## config.mk

```make
export PLATFORM = sky130hd
export DESIGN_NAME = ahb_periph_slave
export DESIGN_NICKNAME = d
export VERILOG_FILES = /design/src/rtl/ahb_periph_slave_pkg.sv /design/src/rtl/ahb_periph_slave_lane_decode.sv /design/src/rtl/ahb_periph_slave.sv
export SDC_FILE = /design/constraint.sdc
export NUM_CORES = 1
export LEC_CHECK = 0
export ABC_AREA = 1
export CORE_UTILIZATION = 35
export CTS_CLUSTER_SIZE = 12
export DETAILED_ROUTE_END_ITERATION = 10
export MAX_ROUTING_LAYER = met4
export PLACE_DENSITY = 0.76
export SYNTH_ARGS = -nofsm -noshare
export SYNTH_HDL_FRONTEND = slang
export SYNTH_SLANG_ARGS = --single-unit
```

## constraint.sdc

```tcl
create_clock -name clk -period 4.9 [get_ports clk]
set_clock_uncertainty 0.1 [all_clocks]
set_input_delay 0.98 -clock clk [delete_from_list [all_inputs] [get_ports clk]]
set_output_delay 0.98 -clock clk [all_outputs]
set_load 0.02 [all_outputs]
```

## src/rtl/ahb_periph_slave_pkg.sv

```systemverilog
// rtl/ahb_periph_slave_pkg.sv - shared AHB encodings and FSM state type for ahb_periph_slave
package ahb_periph_slave_pkg;

   localparam logic [1:0] HTRANS_IDLE   = 2'b00;
   localparam logic [1:0] HTRANS_NONSEQ = 2'b10;

   localparam logic [2:0] HSIZE_BYTE = 3'd0;
   localparam logic [2:0] HSIZE_HALF = 3'd1;
   localparam logic [2:0] HSIZE_WORD = 3'd2;

   typedef enum logic [2:0] {
      ST_IDLE   = 3'd0,
      ST_ACCESS = 3'd1,
      ST_RESP   = 3'd2,
      ST_ERR1   = 3'd3,
      ST_ERR2   = 3'd4
   } state_t;

endpackage

```

## src/rtl/ahb_periph_slave_lane_decode.sv

```systemverilog
// rtl/ahb_periph_slave_lane_decode.sv - byte-lane mask and alignment check for one AHB transfer
//
// Ports:
//   addr_lo  in  2  HADDR[1:0]
//   hsize    in  3  HSIZE
//   wstrb    out 4  byte-lane mask (zero for unsupported sizes)
//   misalign out 1  address not aligned to the transfer size
module ahb_lane_decode
   import ahb_periph_slave_pkg::*;
(
   input  logic [1:0] addr_lo,
   input  logic [2:0] hsize,
   output logic [3:0] wstrb,
   output logic       misalign
);

   always_comb begin
      wstrb    = 4'b0000;
      misalign = 1'b0;
      case (hsize)
         HSIZE_BYTE: wstrb = 4'b0001 << addr_lo;
         HSIZE_HALF: begin
            wstrb    = addr_lo[1] ? 4'b1100 : 4'b0011;
            misalign = addr_lo[0];
         end
         HSIZE_WORD: begin
            wstrb    = 4'b1111;
            misalign = |addr_lo;
         end
         // Oversized transfers are rejected by the top; no lanes enabled.
         default: wstrb = 4'b0000;
      endcase
   end

endmodule

```

## src/rtl/ahb_periph_slave.sv

```systemverilog
// rtl/ahb_periph_slave.sv - AHB-Lite slave bridging single NONSEQ transfers to a req/ack peripheral
//
// Ports:
//   clk, reset (async, active-low)
//   AHB-Lite: HSEL, HADDR, HWRITE, HTRANS, HSIZE, HWDATA, HREADY in; HREADYOUT, HRESP, HRDATA out
//   Peripheral: P_REQ, P_ADDR, P_WRITE, P_WSTRB, P_WDATA out; P_RDATA, P_ACK, P_ERR in
module ahb_periph_slave
   import ahb_periph_slave_pkg::*;
#(
   parameter int unsigned PADDR_W = 32,
   parameter int unsigned TIMEOUT = 16
) (
   input  logic               clk,
   input  logic               reset,
   input  logic               HSEL,
   input  logic [31:0]        HADDR,
   input  logic               HWRITE,
   input  logic [1:0]         HTRANS,
   input  logic [2:0]         HSIZE,
   input  logic [31:0]        HWDATA,
   input  logic               HREADY,
   output logic               HREADYOUT,
   output logic               HRESP,
   output logic [31:0]        HRDATA,
   output logic               P_REQ,
   output logic [PADDR_W-1:0] P_ADDR,
   output logic               P_WRITE,
   output logic [3:0]         P_WSTRB,
   output logic [31:0]        P_WDATA,
   input  logic [31:0]        P_RDATA,
   input  logic               P_ACK,
   input  logic               P_ERR
);

   state_t               state_q, state_d;
   logic [31:0]          cnt_q, cnt_d;
   logic [31:0]          hrdata_q, hrdata_d;
   logic [PADDR_W-1:0]   p_addr_q, p_addr_d;
   logic                 p_write_q, p_write_d;
   logic [3:0]           p_wstrb_q, p_wstrb_d;
   logic                 hreadyout_q, hreadyout_d;
   logic                 hresp_q, hresp_d;
   logic                 p_req_q, p_req_d;

   logic [3:0]           lane_wstrb;
   logic                 lane_misalign;
   logic                 accept;

   ahb_lane_decode u_lane_decode (
      .addr_lo  (HADDR[1:0]),
      .hsize    (HSIZE),
      .wstrb    (lane_wstrb),
      .misalign (lane_misalign)
   );

   assign accept = HSEL && (HTRANS == HTRANS_NONSEQ) && HREADY;

   always_comb begin
      state_d   = state_q;
      cnt_d     = cnt_q;
      hrdata_d  = hrdata_q;
      p_addr_d  = p_addr_q;
      p_write_d = p_write_q;
      p_wstrb_d = p_wstrb_q;

      case (state_q)
         ST_IDLE, ST_RESP, ST_ERR2: begin
            if (accept) begin
               p_addr_d  = HADDR[PADDR_W-1:0];
               p_write_d = HWRITE;
               p_wstrb_d = lane_wstrb;
               state_d   = (lane_misalign || (HSIZE > HSIZE_WORD)) ? ST_ERR1 : ST_ACCESS;
            end else begin
               state_d = ST_IDLE;
            end
         end
         ST_ACCESS: begin
            cnt_d = cnt_q + 32'd1;
            if (P_ERR) begin
               state_d = ST_ERR1;
            end else if (P_ACK) begin
               state_d = ST_RESP;
               if (!p_write_q) hrdata_d = P_RDATA;
            end else if ((TIMEOUT != 0) && (cnt_q == TIMEOUT - 1)) begin
               state_d = ST_ERR1;
            end
            if (state_d != ST_ACCESS) cnt_d = 32'd0;
         end
         ST_ERR1: state_d = ST_ERR2;
         default: state_d = ST_IDLE;
      endcase

      // Outputs are registered from the next state so they are pure state decodes.
      hreadyout_d = (state_d == ST_IDLE) || (state_d == ST_RESP) || (state_d == ST_ERR2);
      hresp_d     = (state_d == ST_ERR1) || (state_d == ST_ERR2);
      p_req_d     = (state_d == ST_ACCESS);
   end

   always_ff @(posedge clk or negedge reset) begin
      if (!reset) begin
         state_q     <= ST_IDLE;
         cnt_q       <= 32'd0;
         hrdata_q    <= 32'd0;
         p_addr_q    <= '0;
         p_write_q   <= 1'b0;
         p_wstrb_q   <= 4'b0000;
         hreadyout_q <= 1'b1;
         hresp_q     <= 1'b0;
         p_req_q     <= 1'b0;
      end else begin
         state_q     <= state_d;
         cnt_q       <= cnt_d;
         hrdata_q    <= hrdata_d;
         p_addr_q    <= p_addr_d;
         p_write_q   <= p_write_d;
         p_wstrb_q   <= p_wstrb_d;
         hreadyout_q <= hreadyout_d;
         hresp_q     <= hresp_d;
         p_req_q     <= p_req_d;
      end
   end

   assign HREADYOUT = hreadyout_q;
   assign HRESP     = hresp_q;
   assign HRDATA    = hrdata_q;
   assign P_REQ     = p_req_q;
   assign P_ADDR    = p_addr_q;
   assign P_WRITE   = p_write_q;
   assign P_WSTRB   = p_wstrb_q;
   // Write data flows straight through from the bus while the request is open.
   assign P_WDATA   = p_req_q ? HWDATA : 32'd0;

endmodule

```

==> key figures <==
GRT
  • Initial antenna violation count: 0
  • Global Route Usage Sum: 0.186
  • Remaining global-route overflow: 0
  • First-pass GRT wire length: 22800 microns
  • Largest net degree at the start of global routing: 82
  • Vias in the first global route: 4646

Power
  • Flop pwr share: 0.391
  • Sw frac: 0.327
  • LEAKAGE: 3.80 nW
  • Clk pwr share: 0.230
  • Pwr Total: 0.00325 W
  • PD cells: 409 nW/um^2
  • P_int: 0.00219 W
  • Logic pwr share: 0.378
  • Max rail drop VDD: 0.000194 V
  • Net Sw Power: 0.00106 W

Detailed routing
  • Initial drt markers: 214
  • DRC: 0
  • Vias: 4855
  • WL final: 13900 microns
  • Wirelength per Cell: 13.1 microns
  • Antenna viol nets, final: 0
  • DR pass1 iterations: 4
  • DR vias/cell: 4.60

Floorplanning
  • I/O pin total: 212
  • Die width: 126 microns
  • Initial Util: 0.363
  • Chip Height: 126 microns
  • Area of the core: 14800 sq um
  • Die area: 15800 sq um
  • Num rows: 44

STA
  • Worst-Margin Slew: 1060 ps
  • Slew headroom: 0.292
  • FMAX: 0.302 GHz
  • Max Slew Vio Count: 0
  • Sum Neg Setup Slack: 0 ps
  • Crit share post-route: 0.676
  • Hold slack final: 384 ps
  • Unrepaired setup endpoints after global routing: false
  • Fin worst setup slack: 1590 ps
  • Minimum clock period: 3310 ps
  • Hold Violations, Final: 0
  • Final setup vio count: 0

Flow run
  • Max Cap Viol: 0

Final layout
  • Commonest non-fill, non-tap cell in the layout: nand2_1
  • Fillcell total: 1366
  • Design area: 7940 sq um
  • Area growth, synth to finish: 48.2%
  • Register area: 2680 sq um
  • Area of the multi-input gates: 2310 sq um
  • Commonest cells after routing, fill and taps aside: 256 x nand2_1, 210 x clkdlybuf4s50_1, 106 x dfrtp_1
  • Antenna cell count: 0
  • NumNets Final: 975
  • Layout cells sized above 1: 0.0689

Placement
  • Hpwl dp: 10400 microns
  • DP Area: 7630 sq um
  • PortBufs: 211
  • Place WS: 1590 ps
  • GPL Wtd Cong: 0.910

Status
  • Status: finished clean

Synth
  • Syn Inst Count: 658
  • Top cells by area, synth: dfrtp_1 50%, nand2_1 18%, mux2_4 8.4%
  • Syn. warnings: 0
  • Top cell type by total area after synthesis: dfrtp_1
  • Synth cell types: 30
  • Register bit total from synthesis: 107
  • Syn Nets: 767
  • Post-synth top area share: 0.495
  • Sequential share of the synthesized area: 0.500
  • Mapped Area: 5360 sq um
  • Mean cell area of the mapped netlist: 8.14 sq um

Worst setup path
  • Crit path kind: input port to output port
  • CP arrival: 2230 ps
  • Crit start category: input port
  • CP max stage cell: clkdlybuf4s50_1
  • CP Capture Type: output port
  • Worst Path Max Fanout: 1
  • Worst endpoint required time: 3820 ps
  • Crit path largest cell delay: 610 ps
  • CP most frequent cell: clkdlybuf4s50_1
  • CP Cell Sequence: clkdlybuf4s50_1 > nand2_1 > inv_1 > clkdlybuf4s50_1

Clock tree
  • CTS tree: done
  • Clk sinks: 107
  • # H-tree levels: 3
  • Worst-path clk slew: 80 ps
  • CTS buffer count: 9
  • Skew-Pair Late Insertion Delay: 350 ps
  • Root Driver: clkbuf_16
  • # resized after CTS: 0
  • Setup bufs post-CTS: 0
  • Cts hold-fix bufs: 0
  • CTS max path bufs: 2

Min path
  • Hold Crit Class: register to register
power groups by stage:
stage / registers (W) / logic (W) / clock network [W]
after floorplan: 0.00151 / 0.000377 / 0
after global placement: 0.00127 / 0.00123 / 0
after detailed placement: 0.00128 / 0.00124 / 0
after CTS: 0.00127 / 0.00124 / 0.000763
after global routing: 0.00130 / 0.00131 / 0.000799
final: 0.00127 / 0.00123 / 0.000749
per-stage QoR:
stage,std cells,utilization
floorplan,658,-
detailed placement,1039,0.517
CTS,1055,0.538
global placement,1039,0.517
global route,1055,0.538
finish,1055,0.538
layout make-up:
cell class / count / share of cell area
timing repair buffer: 215 / 0.269
tap: 184 / 0.0290
inverter: 72 / 0.0340
clock inverter: 6 / 0.0102
sequential: 107 / 0.337
multi-input combinational: 461 / 0.291
clock buffer: 10 / 0.0288
worst max-delay path, delay by kind of cell:
family	cells	cell delay, ps
buffers and inverters	3	1200
and+or+nand+nor	1	50
path summary, 6_finish.rpt:
| path | start | end | slack, ps | cells after the start |
|---|---|---|---|---|
| worst max register to register | state_q[1] | HRDATA[26] | 2330 | 6 |
| worst max-delay path | HWDATA[31] | P_WDATA[31] | 1590 | 4 |
| worst min register to register | P_ADDR[29] | P_ADDR[29] | 380 | 2 |
| max in group asynchronous | reset | HREADYOUT | 3060 | 2 |
| min in group asynchronous | reset | P_ADDR[3] | 660 | 1 |
| worst min-delay path | P_ADDR[29] | P_ADDR[29] | 380 | 2 |
Yosys cell counts, drive strengths merged:
cell type,number
nand2,258
dfrtp,106
nor2,83
inv,71
mux2,32
nand3,22
o21ai,22
o22ai,14
xor2,11
buf,9
clkbuf,9
nor3,6
xnor2,5
nand4,2
a21oi,1
a31oi,1
and3b,1
clkinv,1
dfstp,1
ha,1
nand3b,1
o21bai,1
logic make-up after synthesis:
group,share of synthesized area
and+or+nand+nor,0.274
DFF,0.500
buffers and inverters,0.0687
AOI/OAI and AO/OA,0.0404
muxes,0.0883
xor gates and xnor gates,0.0262
adders and majority gates,0.00233
layer usage:
| metal | global-route usage | routed length (microns) | vias to the layer above |
|---|---|---|---|
| met3 | 0.0425 | 982 | 12 |
| met4 | 0.0445 | 155 | 0 |
| met1 | 0.231 | 6030 | 2216 |
| met5 | - | 0 | - |
| met2 | 0.306 | 6690 | 187 |
| li1 | - | - | 2440 |
flip-flops by register name, indices dropped and copies added, names as in the netlist:
name,cells
HRDATA,32
P_ADDR,32
cnt_q,32
P_WSTRB,4
state_q,3
HREADYOUT,1
HRESP,1
P_REQ,1
P_WRITE,1
Power figures use the tool's default switching activity.
